==> src/rtl/rx_byte_to_word.sv <==
// Packs the receiver's decoded byte stream little-endian into 64-bit words and
// queues them in a first-word-fall-through FIFO. It also reports one status
// strobe per packet with the FCS result, the byte count and the overflow and
// abort flags.
module rx_byte_to_word #(
    parameter int FIFO_DEPTH_LOG2 = 4,
    parameter int WORD_WIDTH      = 64
) (
    input  logic                     s00_axi_aclk,
    input  logic                     s00_axi_aresetn,
    input  logic                     pkt_header_valid_strobe,
    input  logic                     pkt_header_valid,
    input  logic [15:0]              pkt_len,
    input  logic                     byte_out_strobe,
    input  logic [7:0]               byte_out,
    input  logic                     fcs_out_strobe,
    input  logic                     fcs_ok,
    output logic [WORD_WIDTH-1:0]    m_word,
    output logic [3:0]               m_word_keep,
    output logic                     m_word_last,
    output logic                     m_word_valid,
    input  logic                     m_word_ready,
    output logic                     pkt_done_strobe,
    output logic                     pkt_fcs_ok,
    output logic [15:0]              pkt_byte_cnt,
    output logic                     pkt_overflow,
    output logic                     pkt_aborted,
    output logic [FIFO_DEPTH_LOG2:0] fifo_level
);

    localparam int unsigned DEPTH   = 1 << FIFO_DEPTH_LOG2;
    localparam int          PTR_W   = FIFO_DEPTH_LOG2;
    localparam int          LEVEL_W = FIFO_DEPTH_LOG2 + 1;
    localparam int          ENTRY_W = WORD_WIDTH + 4 + 1;

    typedef enum logic [1:0] {
        IDLE,
        COLLECT,
        WAIT_FCS,
        DONE
    } state_t;

    state_t state_q, state_d;

    logic sig_valid;
    assign sig_valid = pkt_header_valid_strobe & pkt_header_valid;

    // Packet datapath registers
    logic [15:0]           len_q, len_d;
    logic [15:0]           cnt_q, cnt_d;
    logic [WORD_WIDTH-1:0] buf_q, buf_d;
    logic                  pend_q, pend_d;
    logic                  ovf_q, ovf_d;
    // Word staged for the FIFO write on the following cycle
    logic                  stg_en_q, stg_en_d;
    logic [WORD_WIDTH-1:0] stg_word_q, stg_word_d;
    logic [3:0]            stg_keep_q, stg_keep_d;
    logic                  stg_last_q, stg_last_d;
    // Status outputs
    logic                  done_q, done_d;
    logic                  done_fcs_q, done_fcs_d;
    logic [15:0]           done_cnt_q, done_cnt_d;
    logic                  done_ovf_q, done_ovf_d;
    logic                  done_abort_q, done_abort_d;

    logic                  finish;
    logic                  aborting;
    logic [WORD_WIDTH-1:0] buf_new;

    // FIFO
    logic [ENTRY_W-1:0]    mem_q [DEPTH];
    logic [PTR_W-1:0]      wr_ptr_q, wr_ptr_d;
    logic [PTR_W-1:0]      rd_ptr_q, rd_ptr_d;
    logic [LEVEL_W-1:0]    count_q, count_d;
    logic                  fifo_full;
    logic                  fifo_pop;
    logic                  fifo_push;
    logic                  fifo_drop;

    // State register
    always_ff @(posedge s00_axi_aclk or negedge s00_axi_aresetn) begin
        if (!s00_axi_aresetn) begin
            state_q <= IDLE;
        end else begin
            state_q <= state_d;
        end
    end

    // Next-state logic; an abort header is remembered in pend_q so DONE can
    // launch the new packet directly
    always_comb begin
        state_d = state_q;
        case (state_q)
            IDLE: begin
                if (sig_valid) begin
                    state_d = (pkt_len == '0) ? WAIT_FCS : COLLECT;
                end
            end
            COLLECT: begin
                if (sig_valid || fcs_out_strobe) begin
                    state_d = DONE;
                end else if (byte_out_strobe && ((cnt_q + 16'd1) == len_q)) begin
                    state_d = WAIT_FCS;
                end
            end
            WAIT_FCS: begin
                if (sig_valid || fcs_out_strobe) begin
                    state_d = DONE;
                end
            end
            DONE: begin
                if (sig_valid) begin
                    state_d = (pkt_len == '0) ? WAIT_FCS : COLLECT;
                end else if (pend_q) begin
                    state_d = (len_q == '0) ? WAIT_FCS : COLLECT;
                end else begin
                    state_d = IDLE;
                end
            end
            default: state_d = IDLE;
        endcase
    end

    // Output/datapath logic: lane filling, word staging and status capture
    always_comb begin
        len_d        = len_q;
        cnt_d        = cnt_q;
        buf_d        = buf_q;
        pend_d       = pend_q;
        ovf_d        = ovf_q | fifo_drop;
        stg_en_d     = 1'b0;
        stg_word_d   = '0;
        stg_keep_d   = '0;
        stg_last_d   = 1'b0;
        done_d       = 1'b0;
        done_fcs_d   = done_fcs_q;
        done_cnt_d   = done_cnt_q;
        done_ovf_d   = done_ovf_q;
        done_abort_d = done_abort_q;
        finish       = 1'b0;
        aborting     = 1'b0;
        buf_new      = buf_q;
        for (int unsigned i = 0; i < 8; i++) begin
            if (cnt_q[2:0] == 3'(i)) begin
                buf_new[i*8 +: 8] = byte_out;
            end
        end

        case (state_q)
            IDLE: begin
                if (sig_valid) begin
                    len_d  = pkt_len;
                    cnt_d  = '0;
                    buf_d  = '0;
                    ovf_d  = 1'b0;
                    pend_d = 1'b0;
                end
            end
            COLLECT: begin
                if (sig_valid || fcs_out_strobe) begin
                    finish   = 1'b1;
                    aborting = sig_valid;
                    if (cnt_q[2:0] != 3'd0) begin
                        stg_en_d   = 1'b1;
                        stg_word_d = buf_q;
                        stg_keep_d = {1'b0, cnt_q[2:0]};
                        stg_last_d = 1'b1;
                    end
                    buf_d = '0;
                end else if (byte_out_strobe) begin
                    cnt_d = cnt_q + 16'd1;
                    buf_d = buf_new;
                    if ((cnt_q[2:0] == 3'd7) || (cnt_d == len_q)) begin
                        stg_en_d   = 1'b1;
                        stg_word_d = buf_new;
                        stg_keep_d = {1'b0, cnt_q[2:0]} + 4'd1;
                        stg_last_d = (cnt_d == len_q);
                        buf_d      = '0;
                    end
                end
            end
            WAIT_FCS: begin
                if (sig_valid || fcs_out_strobe) begin
                    finish   = 1'b1;
                    aborting = sig_valid;
                end
            end
            DONE: begin
                cnt_d  = '0;
                buf_d  = '0;
                ovf_d  = 1'b0;
                pend_d = 1'b0;
                if (sig_valid) begin
                    len_d = pkt_len;
                end
            end
            default: ;
        endcase

        if (finish) begin
            done_d       = 1'b1;
            done_cnt_d   = cnt_q;
            done_ovf_d   = ovf_q | fifo_drop;
            done_abort_d = aborting;
            done_fcs_d   = aborting ? 1'b0 : fcs_ok;
            if (aborting) begin
                len_d  = pkt_len;
                pend_d = 1'b1;
            end
        end
    end

    // Datapath and status registers
    always_ff @(posedge s00_axi_aclk or negedge s00_axi_aresetn) begin
        if (!s00_axi_aresetn) begin
            len_q        <= '0;
            cnt_q        <= '0;
            buf_q        <= '0;
            pend_q       <= 1'b0;
            ovf_q        <= 1'b0;
            stg_en_q     <= 1'b0;
            stg_word_q   <= '0;
            stg_keep_q   <= '0;
            stg_last_q   <= 1'b0;
            done_q       <= 1'b0;
            done_fcs_q   <= 1'b0;
            done_cnt_q   <= '0;
            done_ovf_q   <= 1'b0;
            done_abort_q <= 1'b0;
        end else begin
            len_q        <= len_d;
            cnt_q        <= cnt_d;
            buf_q        <= buf_d;
            pend_q       <= pend_d;
            ovf_q        <= ovf_d;
            stg_en_q     <= stg_en_d;
            stg_word_q   <= stg_word_d;
            stg_keep_q   <= stg_keep_d;
            stg_last_q   <= stg_last_d;
            done_q       <= done_d;
            done_fcs_q   <= done_fcs_d;
            done_cnt_q   <= done_cnt_d;
            done_ovf_q   <= done_ovf_d;
            done_abort_q <= done_abort_d;
        end
    end

    // FIFO control: a push into a full FIFO is taken only if a pop frees a slot
    always_comb begin
        fifo_full = (count_q == LEVEL_W'(DEPTH));
        fifo_pop  = m_word_valid & m_word_ready;
        fifo_push = stg_en_q & (~fifo_full | fifo_pop);
        fifo_drop = stg_en_q & fifo_full & ~fifo_pop;
        wr_ptr_d  = fifo_push ? wr_ptr_q + PTR_W'(1) : wr_ptr_q;
        rd_ptr_d  = fifo_pop ? rd_ptr_q + PTR_W'(1) : rd_ptr_q;
        case ({fifo_push, fifo_pop})
            2'b10:   count_d = count_q + LEVEL_W'(1);
            2'b01:   count_d = count_q - LEVEL_W'(1);
            default: count_d = count_q;
        endcase
    end

    // FIFO pointers and occupancy
    always_ff @(posedge s00_axi_aclk or negedge s00_axi_aresetn) begin
        if (!s00_axi_aresetn) begin
            wr_ptr_q <= '0;
            rd_ptr_q <= '0;
            count_q  <= '0;
        end else begin
            wr_ptr_q <= wr_ptr_d;
            rd_ptr_q <= rd_ptr_d;
            count_q  <= count_d;
        end
    end

    // FIFO storage
    always_ff @(posedge s00_axi_aclk) begin
        if (fifo_push) begin
            mem_q[wr_ptr_q] <= {stg_word_q, stg_keep_q, stg_last_q};
        end
    end

    // Head entry is masked so the outputs read zero whenever the FIFO is empty
    assign m_word_valid = (count_q != '0);
    assign {m_word, m_word_keep, m_word_last} = m_word_valid ? mem_q[rd_ptr_q] : '0;
    assign fifo_level      = count_q;
    assign pkt_done_strobe = done_q;
    assign pkt_fcs_ok      = done_fcs_q;
    assign pkt_byte_cnt    = done_cnt_q;
    assign pkt_overflow    = done_ovf_q;
    assign pkt_aborted     = done_abort_q;

endmodule

==> config.mk <==
export PLATFORM = sky130hd
export DESIGN_NAME = rx_byte_to_word
export DESIGN_NICKNAME = d
export VERILOG_FILES = /design/src/rtl/rx_byte_to_word.sv
export SDC_FILE = /design/constraint.sdc
export NUM_CORES = 2
export LEC_CHECK = 0
export CORE_ASPECT_RATIO = 0.7
export CORE_UTILIZATION = 45
export DETAILED_ROUTE_END_ITERATION = 8
export GPL_TIMING_DRIVEN = 1
export SYNTH_ARGS = -nofsm -noshare
export SYNTH_HDL_FRONTEND = slang
export SYNTH_SLANG_ARGS = --single-unit
==> constraint.sdc <==
create_clock -name s00_axi_aclk -period 4.7 [get_ports s00_axi_aclk]
set_input_delay 0.47 -clock s00_axi_aclk [delete_from_list [all_inputs] [get_ports s00_axi_aclk]]
set_output_delay 0.47 -clock s00_axi_aclk [all_outputs]
set_load 0.05 [all_outputs]
==> run metrics <==
fin. max-slew vios=0; final net count=between 2000 and 3000; initial antenna violation count=7; Die ar.=around 120000 um2; port bufs=around 130; final worst setup slack=between 0.3 and 0.4 ns; Cell Pwr Density=around 540 nW/um2; H-tree levels=3; clk sinks=1307; crit path time final=~4.4 ns; Via Count=~25000; Total Power=~32 mW; CP max FO=70; peak supply drop=about 0.0004 V; # setup viols final=0; internal power=around 22 mW; top cells by area, synth=edfxtp_1 (65%), mux4_2 (15%), dfrtp_1 (9.9%), mux2_2 (1.4%), and2_1 (1.1%); Yosys warning count=0; wire length of the first global-routing pass=roughly 180 mm; max-cap viol count=0; status=complete, no violations; Slew HR=0.262; Core Rows=~100; final hold vios=0; post-synth top area share=0.647; TritonRoute pass-1 iters=5; DR DRC count=0; wire per inst=28.5 um; layout cell share with drive strength beyond 1=0.250; Detailed Place HPWL=slightly below 70 mm; Gate power share=0.283; Reg2Reg Setup Slack=0.81 ns; Peak Freq=around 0.23 GHz; Worst-path clk slew=~0.06 ns; Layout Skew=about 0.043 ns; final worst-path cycle share=0.933; Slowest cell on crit path=clkdlybuf4s50_1; Post-CTS Setup Bufs=0; Mean Syn Cell Area=just over 20 um2; CTS tree=done; WS Path Type=register to primary output; HP Class=primary input to asynchronous set/reset pin; drt first-iter violations=~2600; Clock Tree Buf Depth=3; Final GP Congestion=about 0.81; Worst path max stage delay=0.72 ns; Critical Path Sink Type=primary output; Post-DRT Antenna Nets=0; Yosys reg bits=between 1000 and 1500; drt total wl=around 120 mm; asr flop ratio synth=0.155; Leak=18.9 nW; sw frac=0.311; CTS Hold Bufs=1; switching pwr=approximately 10 mW; Yosys cell types=55; die outline height=between 200 and 300 um; setup TNS=0 ns; Synth-to-Final Area Change=14.8%; cell family with most CP delay=buffers and inverters; die width=roughly 410 um; syn nets=approximately 2600; crit start category=register; Slew @ Worst Pin=1.10 ns; Boundary Pins=127; RSZ-0062 raised after global routing=false; vias in the first global route=between 20000 and 30000; cts bufs inserted=120; cell taking the most area after synthesis=edfxtp_1; Critical Path Most Common Cell=mux4_2; Synth Instances=~2500; clk_lat worst skew=0.73 ns; core area=~110000 um2; Post-synth top flop=edfxtp_1; largest net degree at the start of global routing=~110; number of flops mapped to enable cells by yosys=1104; # resized after CTS=0; Total Routing Usage GR=0.216; CP required=roughly 4.2 ns; vias per cell=~5.9; crit path buf inv count=2; cell area after layout=about 59000 um2; synthesized cell area=about 51000 um2; Setup WS pre-CTS=~0.89 ns; arrival time worst endpoint=3.92 ns; post-synthesis sequential area ratio=0.746; Placed Area=roughly 55000 um2; Initial Util=0.454; layout filler cell count=between 8000 and 9000; Reg power frac=0.410; clk root buf=clkbuf_16; critical-path cell list=buf_12 -> mux4_2 -> mux4_2 -> and2_1 -> clkdlybuf4s50_1; share of total power in the clock network=0.307; Overflow after GRT=0
## synth_stat cells (2+ instances only)
cell type and number:
xor2_1 12, nor3_1 5, nand3_1 49, edfxtp_1 1104
o21a_1 9, nand2_1 114, nor2b_1 7, a21o_1 4
buf_1 35, and2_1 89, or3_1 5, xnor2_1 21
mux2i_1 8, buf_2 15, o41ai_1 3, ha_1 19
a21oi_1 67, and3_1 4, o31ai_1 4, nor4_1 16
o22ai_1 2, nor2_1 30, nand4_1 9, nor3b_1 2
o31ai_2 3, o21ai_0 53, a22o_1 33, nand2b_1 4
mux2_2 63, inv_1 15, a31oi_1 5, clkbuf_1 103
mux4_2 345, a32o_1 25, dfrtp_1 203
## power groups by stage
stage	Sequential [mW]	Combinational, mW	Clock (mW)
6_report	13.1	9.05	9.81
3_5_place_dp	13.4	9.20	0
3_3_place_gp	13.3	9.17	0
4_1_cts	13.1	9.24	10.0
2_1_floorplan	13.2	6.42	0
5_1_grt	13.1	9.61	10.4
## cells by family after synthesis
group           share of synthesized area
buf+inv                            0.0128
flops                               0.746
fa+ha+maj                         0.00503
simple gates                       0.0338
xor+xnor                          0.00564
compound gates                     0.0291
mux                                 0.167
## through the flow
step           hold WS, ns   util  instances
5_1_grt              0.335  0.522       4300
2_1_floorplan        0.174      -       2505
3_3_place_gp         0.469  0.486       4070
3_5_place_dp         0.475  0.486       4070
6_report             0.341  0.522       4302
4_1_cts              0.320  0.522       4300
## cell type report
type	instances	area [um2]	area share
antenna	2	5.00	0.0000851
clock buffer	166	3390	0.0576
multi-input combinational	1029	12400	0.211
sequential	1307	38200	0.650
tap	1522	1900	0.0324
inverter	15	56.3	0.000957
clock inverter	63	601	0.0102
timing repair buffer	198	2220	0.0378
## final timing paths
path / from / to / depth (start not counted)
max in group asynchronous: s00_axi_aresetn / len_q[13] / 3
setup reg to reg: cnt_q[2] / buf_q[15] / 8
setup / recovery: rd_ptr_q[0] / m_word[20] / 5
hold reg to reg: buf_q[59] / buf_q[59] / 1
hold / removal: s00_axi_aresetn / stg_word_q[4] / 2
min in group s00_axi_aclk: fcs_ok / pkt_fcs_ok / 3
## layout by cell type (no fill, tap or decap), types with 9 or more instances in the layout
master,instances
a21oi_1,66
a22o_1,33
a32o_1,25
and2_1,73
and2_4,16
buf_12,33
buf_4,38
bufinv_16,9
clkbuf_1,30
clkbuf_16,125
clkbuf_8,10
clkdlybuf4s50_1,125
clkinv_1,17
clkinv_2,26
dfrtp_1,199
edfxtp_1,1104
ha_1,19
inv_1,15
mux2_2,63
mux4_2,345
nand2_1,114
nand3_1,49
nand4_1,9
nor2_1,29
nor4_1,16
o21a_1,9
o21ai_0,53
xnor2_1,21
xor2_1,12
## registers in the layout, summed over array words and instances (netlist names), 2 cells and up
signal / count
buf_q: 64
cnt_q: 16
fifo_level: 5
len_q: 16
mem_q: 1104
pkt_byte_cnt: 16
rd_ptr_q: 4
state_q: 2
stg_keep_q: 4
stg_word_q: 64
wr_ptr_q: 4
## per-layer routing
metal | track usage | wire, um
met5 | 0 | 46
met1 | 0.327 | 54600
met2 | 0.333 | 57700
met4 | 0.0453 | 2370
met3 | 0.0371 | 7740
No activity file was read; power rests on OpenSTA's default activity.
